===== src/rtl/vector_serial_alu.sv =====
`default_nettype none
// ============================================================================
//  Module      : vector_serial_alu
//  Description : Element-serial vector execute stage. Latches two operand
//                vectors (or one vector and a scalar), runs one SEW-bit
//                element per cycle through a small ALU into a result buffer,
//                then issues a one-cycle register file writeback.
//  Revision    : 1.0  initial release
// ============================================================================
module vector_serial_alu #(
  parameter int VL  = 8,
  parameter int SEW = 32
) (
  input  logic              clk,
  input  logic              rst,
  input  logic              start,
  input  logic              kill,
  input  logic [2:0]        op,
  input  logic              use_scalar,
  input  logic [SEW-1:0]    scalar,
  input  logic [VL*SEW-1:0] vs1_data,
  input  logic [VL*SEW-1:0] vs2_data,
  input  logic [4:0]        vd_addr_in,
  output logic              busy,
  output logic              done,
  output logic              wb_write,
  output logic [4:0]        wb_vd_addr,
  output logic [VL*SEW-1:0] wb_data
);

  localparam int IDXW = (VL > 1) ? $clog2(VL) : 1;
  localparam int SHW  = (SEW > 1) ? $clog2(SEW) : 1;
  localparam logic [IDXW-1:0] C_LAST_IDX = IDXW'(VL - 1);

  localparam logic [2:0] C_OP_ADD = 3'd0;
  localparam logic [2:0] C_OP_SUB = 3'd1;
  localparam logic [2:0] C_OP_AND = 3'd2;
  localparam logic [2:0] C_OP_OR  = 3'd3;
  localparam logic [2:0] C_OP_XOR = 3'd4;
  localparam logic [2:0] C_OP_SLL = 3'd5;
  localparam logic [2:0] C_OP_SRL = 3'd6;

  typedef enum logic [1:0] {
    S_IDLE = 2'd0,
    S_RUN  = 2'd1,
    S_WB   = 2'd2
  } state_t;

  state_t              state_q;
  logic [IDXW-1:0]     idx_q;
  logic [2:0]          op_q;
  logic                use_scalar_q;
  logic [SEW-1:0]      scalar_q;
  logic [VL*SEW-1:0]   vs1_q;
  logic [VL*SEW-1:0]   vs2_q;
  logic                busy_q;
  logic                done_q;
  logic                wb_write_q;
  logic [4:0]          wb_vd_addr_q;
  logic [VL*SEW-1:0]   wb_data_q;

  logic [SEW-1:0]      a_d;
  logic [SEW-1:0]      b_d;
  logic [SEW-1:0]      elem_d;

  // Current element operands from the latched copies: a from vs2, b from vs1 or the scalar.
  always_comb begin
    a_d = vs2_q[int'(idx_q)*SEW +: SEW];
    b_d = use_scalar_q ? scalar_q : vs1_q[int'(idx_q)*SEW +: SEW];
  end

  // Element ALU; shifts use only the low log2(SEW) bits of b, MIN keeps a on a tie.
  always_comb begin
    elem_d = '0;
    case (op_q)
      C_OP_ADD: elem_d = a_d + b_d;
      C_OP_SUB: elem_d = a_d - b_d;
      C_OP_AND: elem_d = a_d & b_d;
      C_OP_OR:  elem_d = a_d | b_d;
      C_OP_XOR: elem_d = a_d ^ b_d;
      C_OP_SLL: elem_d = a_d << b_d[SHW-1:0];
      C_OP_SRL: elem_d = a_d >> b_d[SHW-1:0];
      default:  elem_d = ($signed(b_d) < $signed(a_d)) ? b_d : a_d;
    endcase
  end

  // Control FSM with registered outputs; the result buffer is wb_data itself.
  always_ff @(posedge clk) begin
    if (rst) begin
      state_q      <= S_IDLE;
      idx_q        <= '0;
      op_q         <= '0;
      use_scalar_q <= 1'b0;
      scalar_q     <= '0;
      vs1_q        <= '0;
      vs2_q        <= '0;
      busy_q       <= 1'b0;
      done_q       <= 1'b0;
      wb_write_q   <= 1'b0;
      wb_vd_addr_q <= '0;
      wb_data_q    <= '0;
    end else begin
      done_q     <= 1'b0;
      wb_write_q <= 1'b0;
      case (state_q)
        S_IDLE: begin
          // kill takes priority over a simultaneous start
          if (start && !kill) begin
            op_q         <= op;
            use_scalar_q <= use_scalar;
            scalar_q     <= scalar;
            vs1_q        <= vs1_data;
            vs2_q        <= vs2_data;
            wb_vd_addr_q <= vd_addr_in;
            idx_q        <= '0;
            busy_q       <= 1'b1;
            state_q      <= S_RUN;
          end
        end
        S_RUN: begin
          if (kill) begin
            busy_q  <= 1'b0;
            state_q <= S_IDLE;
          end else begin
            wb_data_q[int'(idx_q)*SEW +: SEW] <= elem_d;
            idx_q <= idx_q + 1'b1;
            if (idx_q == C_LAST_IDX) begin
              wb_write_q <= 1'b1;
              done_q     <= 1'b1;
              state_q    <= S_WB;
            end
          end
        end
        S_WB: begin
          // writeback cycle: kill and start are both ignored here
          busy_q  <= 1'b0;
          state_q <= S_IDLE;
        end
        default: begin
          busy_q  <= 1'b0;
          state_q <= S_IDLE;
        end
      endcase
    end
  end

  assign busy       = busy_q;
  assign done       = done_q;
  assign wb_write   = wb_write_q;
  assign wb_vd_addr = wb_vd_addr_q;
  assign wb_data    = wb_data_q;

endmodule
`default_nettype wire


===== config.mk =====
export PLATFORM = sky130hd
export DESIGN_NAME = vector_serial_alu
export DESIGN_NICKNAME = d
export VERILOG_FILES = /design/src/rtl/vector_serial_alu.sv
export SDC_FILE = /design/constraint.sdc
export NUM_CORES = 2
export LEC_CHECK = 0
export BUFFER_PORTS_ARGS = -buffer_cell sky130_fd_sc_hd__buf_2
export CORE_AREA = 2 2 321 323
export CTS_CLUSTER_DIAMETER = 120
export DETAILED_ROUTE_END_ITERATION = 8
export DIE_AREA = 0 0 323 325
export SLEW_MARGIN = 20
export SYNTH_ARGS = -nofsm -noshare
export SYNTH_HDL_FRONTEND = slang
export SYNTH_SLANG_ARGS = --single-unit

===== constraint.sdc =====
create_clock -name clk -period 9.2 [get_ports clk]
set_input_delay 0.92 -clock clk [delete_from_list [all_inputs] [get_ports clk]]
set_output_delay 0.92 -clock clk [all_outputs]
set_load 0.05 [all_outputs]

==> impl_metrics.ini <==
[status]
status = complete, but fails checks
violations = design-rule violations

[synthesis]
synth-seq-cells = 816
syn_inst = 5049
synth_top_cells_by_area = dfxtp_1 (40%), nand2_1 (13%), a21oi_1 (8.2%), mux4_2 (5.8%), ha_1 (4.0%)
synth_top_area_cell = dfxtp_1
synth_cell_types = 99
async_reset_ff_share_pct = 0
synth_top_area_share_pct = 39.6
ys_seq_area_share_pct = 39.6
avgSynthCellArea_sq_um = 8.18
synthFlopType = dfxtp_1
synth_edf_count = 0
yosys.cell_count.top_type = nand2_1
synthTopCellsByCount = nand2_1 (1407), dfxtp_1 (816), a21oi_1 (674)
synth_warnings = 0
syn_area_sq_um = 41300
syn_nets = 5739

[min_path]
hp-class = register to register
min_from = wb_data[86]
min_path_cells = 2
hold_end = wb_data[86]

[sta]
worstMarginPinSlew_ns = 1.20
setup_viol = 0
grt_setup_unrepaired = no
hold_viol = 0
drv_slew = 0
period_share_pct = 80.8
max_freq_ghz = 0.135
skew_ns = 0.0492
tns_ns = 0
layout_setup_ws_ns = 1.77
slew_headroom_pct = 19.2
period_needed_ns = 7.43

[die]
pin_count = 821
rows = 117
die_w_microns = 323
start_util_pct = 40.7
core_sq_um = 101000
die_area_sq_um = 105000
die_h_microns = 325

[global_routing]
first_global_vias = 38991
gr-total-overflow = 0
grt.total_usage_pct = 35.6
antenna_found_initial = 73
grt_max_degree = 221
grt_pass1_wl_mm = 275

[routing]
final_antenna_net_count = 0
wl_per_cell_microns = 27.3
drc = 1
drt_iter0_drc = 4813
firstDrtPassIters = 9
wirelength_mm = 195
route.vias.total = 41980
vias_per_cell = 5.89

[clock_tree]
htree_levels = 3
post_cts_buffers = 0
cts.sinks = 816
cts-root-buf = clkbuf_16
clockBufferDepth = 3
clock_latency_ns = 0.70
hold_buffers = 0
clkTransAtPathRegs_ns = 0.06
post_cts_resize_count = 0
tritoncts = built
cts_buffers = 88

[flow_run]
maxCapViolations = 0

[power]
p_leak_nw = 20.4
peakVddDrop_mv = 0.133
fin_total_pwr_w = 0.00950
cellPowerDensity_nw_per_um2 = 192

[critical_path]
end_kind = register
crit_fanout = 47
crit_path_start_kind = register
rrSetupSlack_ns = 1.77
critPathRequiredTime_ns = 9.80
r2r-end = wb_data[107]
r2r-start = idx_q[2]
worstPathArrival_ns = 8.04
path_class = register to register
worstRegToRegCells = 16

[finish]
layout-drive-gt1-share_pct = 22.8
finalInstanceArea_sq_um = 49600
syn2layout_area_growth_pct = 20.0
fin_nets = 6348

[placement]
postPlaceCellArea_sq_um = 46400
port_buffers = 820
dp_hpwl_mm = 147
gp_congestion = 1.03
dp_slack_ns = 1.90
## state kept, by name, indices dropped and copies added (netlist names)
register      cells
vs1_q           256
vs2_q           256
wb_data         256
scalar_q         32
wb_vd_addr        5
idx_q             3
op_q              3
state_q           2
busy              1
use_scalar_q      1
wb_write          1
## layer usage
layer / wire, microns / GRT usage [%] / share of wire, % / vias to the layer above
met1: 80200 / 47.2 / 41 / 20371
met2: 84900 / 53.6 / 44 / 2069
li1: - / - / - / 18917
met3: 17500 / 8.62 / 9.0 / 547
met5: 628 / 0 / 0.32 / -
met4: 11300 / 18.3 / 5.8 / 76
## cell usage in the layout, fill, tap and decap left out, types with 9 or more instances in the layout
cell	n
o21ai_1	17
a22o_1	22
o31ai_1	35
mux4_2	106
nand3_1	40
clkinv_2	11
and2_1	21
nor2_1	166
nor2b_1	11
and3_1	10
o221ai_1	14
xnor2_1	46
mux2i_2	9
o211ai_1	55
ha_1	132
dfxtp_1	813
a31oi_1	22
nand3b_1	62
diode_2	30
o21ai_0	192
buf_4	91
o311ai_0	9
inv_1	89
nor3_1	34
a221oi_1	31
o22ai_1	26
a221o_1	10
clkbuf_16	89
a211oi_1	90
nand2_1	1406
clkbuf_8	22
nand2b_1	35
a21o_1	40
mux2_2	48
buf_2	819
clkbuf_1	20
mux2i_1	139
a21oi_1	674
a22oi_1	29
## per-stage QoR
| step | utilization [%] | std cells | hold WS [ns] |
|---|---|---|---|
| final | 48.9 | 7125 | 0.447 |
| after floorplan | - | 5049 | 0.432 |
| after CTS | 48.8 | 7095 | 0.418 |
| after global placement | 45.8 | 6936 | 0.430 |
| after global routing | 48.9 | 7119 | 0.438 |
| after detailed placement | 45.8 | 6936 | 0.435 |
## power by group
group	leakage, nW	internal [W]	switching, W
sequential	6.64	0.00365	0.0000738
clock	1.51	0.00220	0.00157
combinational	12.3	0.000622	0.00138
## worst max-delay path by stage
stage,start,to,slack [ns],cells after the start
after detailed placement,idx_q[0],wb_data[75],1.90,17
after floorplan,idx_q[1],wb_data[62],3.56,26
after global placement,idx_q[2],wb_data[137],1.83,16
after global routing,idx_q[2],wb_data[75],1.53,16
after CTS,idx_q[2],wb_data[75],1.85,16
final,idx_q[2],wb_data[107],1.77,16
## area by class of cell
cell class,count,area (sq um)
fill,10235,51700
multi-input combinational,3736,23000
sequential,816,16300
timing repair buffer,919,4960
clock buffer,131,2610
tap,1368,1710
clock inverter,28,473
inverter,97,364
antenna,30,75.1
## critical path, stage by stage (launching register included)
cell	delay, ns
dfxtp_1	0.65
nor2_2	0.99
a22oi_2	0.36
a31oi_4	0.29
buf_4	0.56
ha_1	0.36
or2_2	0.28
a221oi_1	0.32
o21bai_1	0.11
a21oi_1	0.17
o22ai_1	0.13
o31a_1	0.37
o21ai_2	0.79
buf_4	0.40
mux2i_1	0.91
o21ai_0	0.34
o21ai_0	0.24
## logic make-up (layout without fill, tap and decap cells)
family | after synthesis | count (layout) | synth area share (%)
adders and majority gates | 133 | 133 | 4.05
other | 0 | 30 | 0
xor gates and xnor gates | 54 | 54 | 1.16
muxes | 303 | 303 | 10.8
buffers and inverters | 497 | 1175 | 4.97
AOI/OAI and AO/OA | 1401 | 1401 | 21.0
and+or+nand+nor | 1845 | 1845 | 18.5
DFF | 816 | 816 | 39.6
No activity file was read; power rests on OpenSTA's default activity.
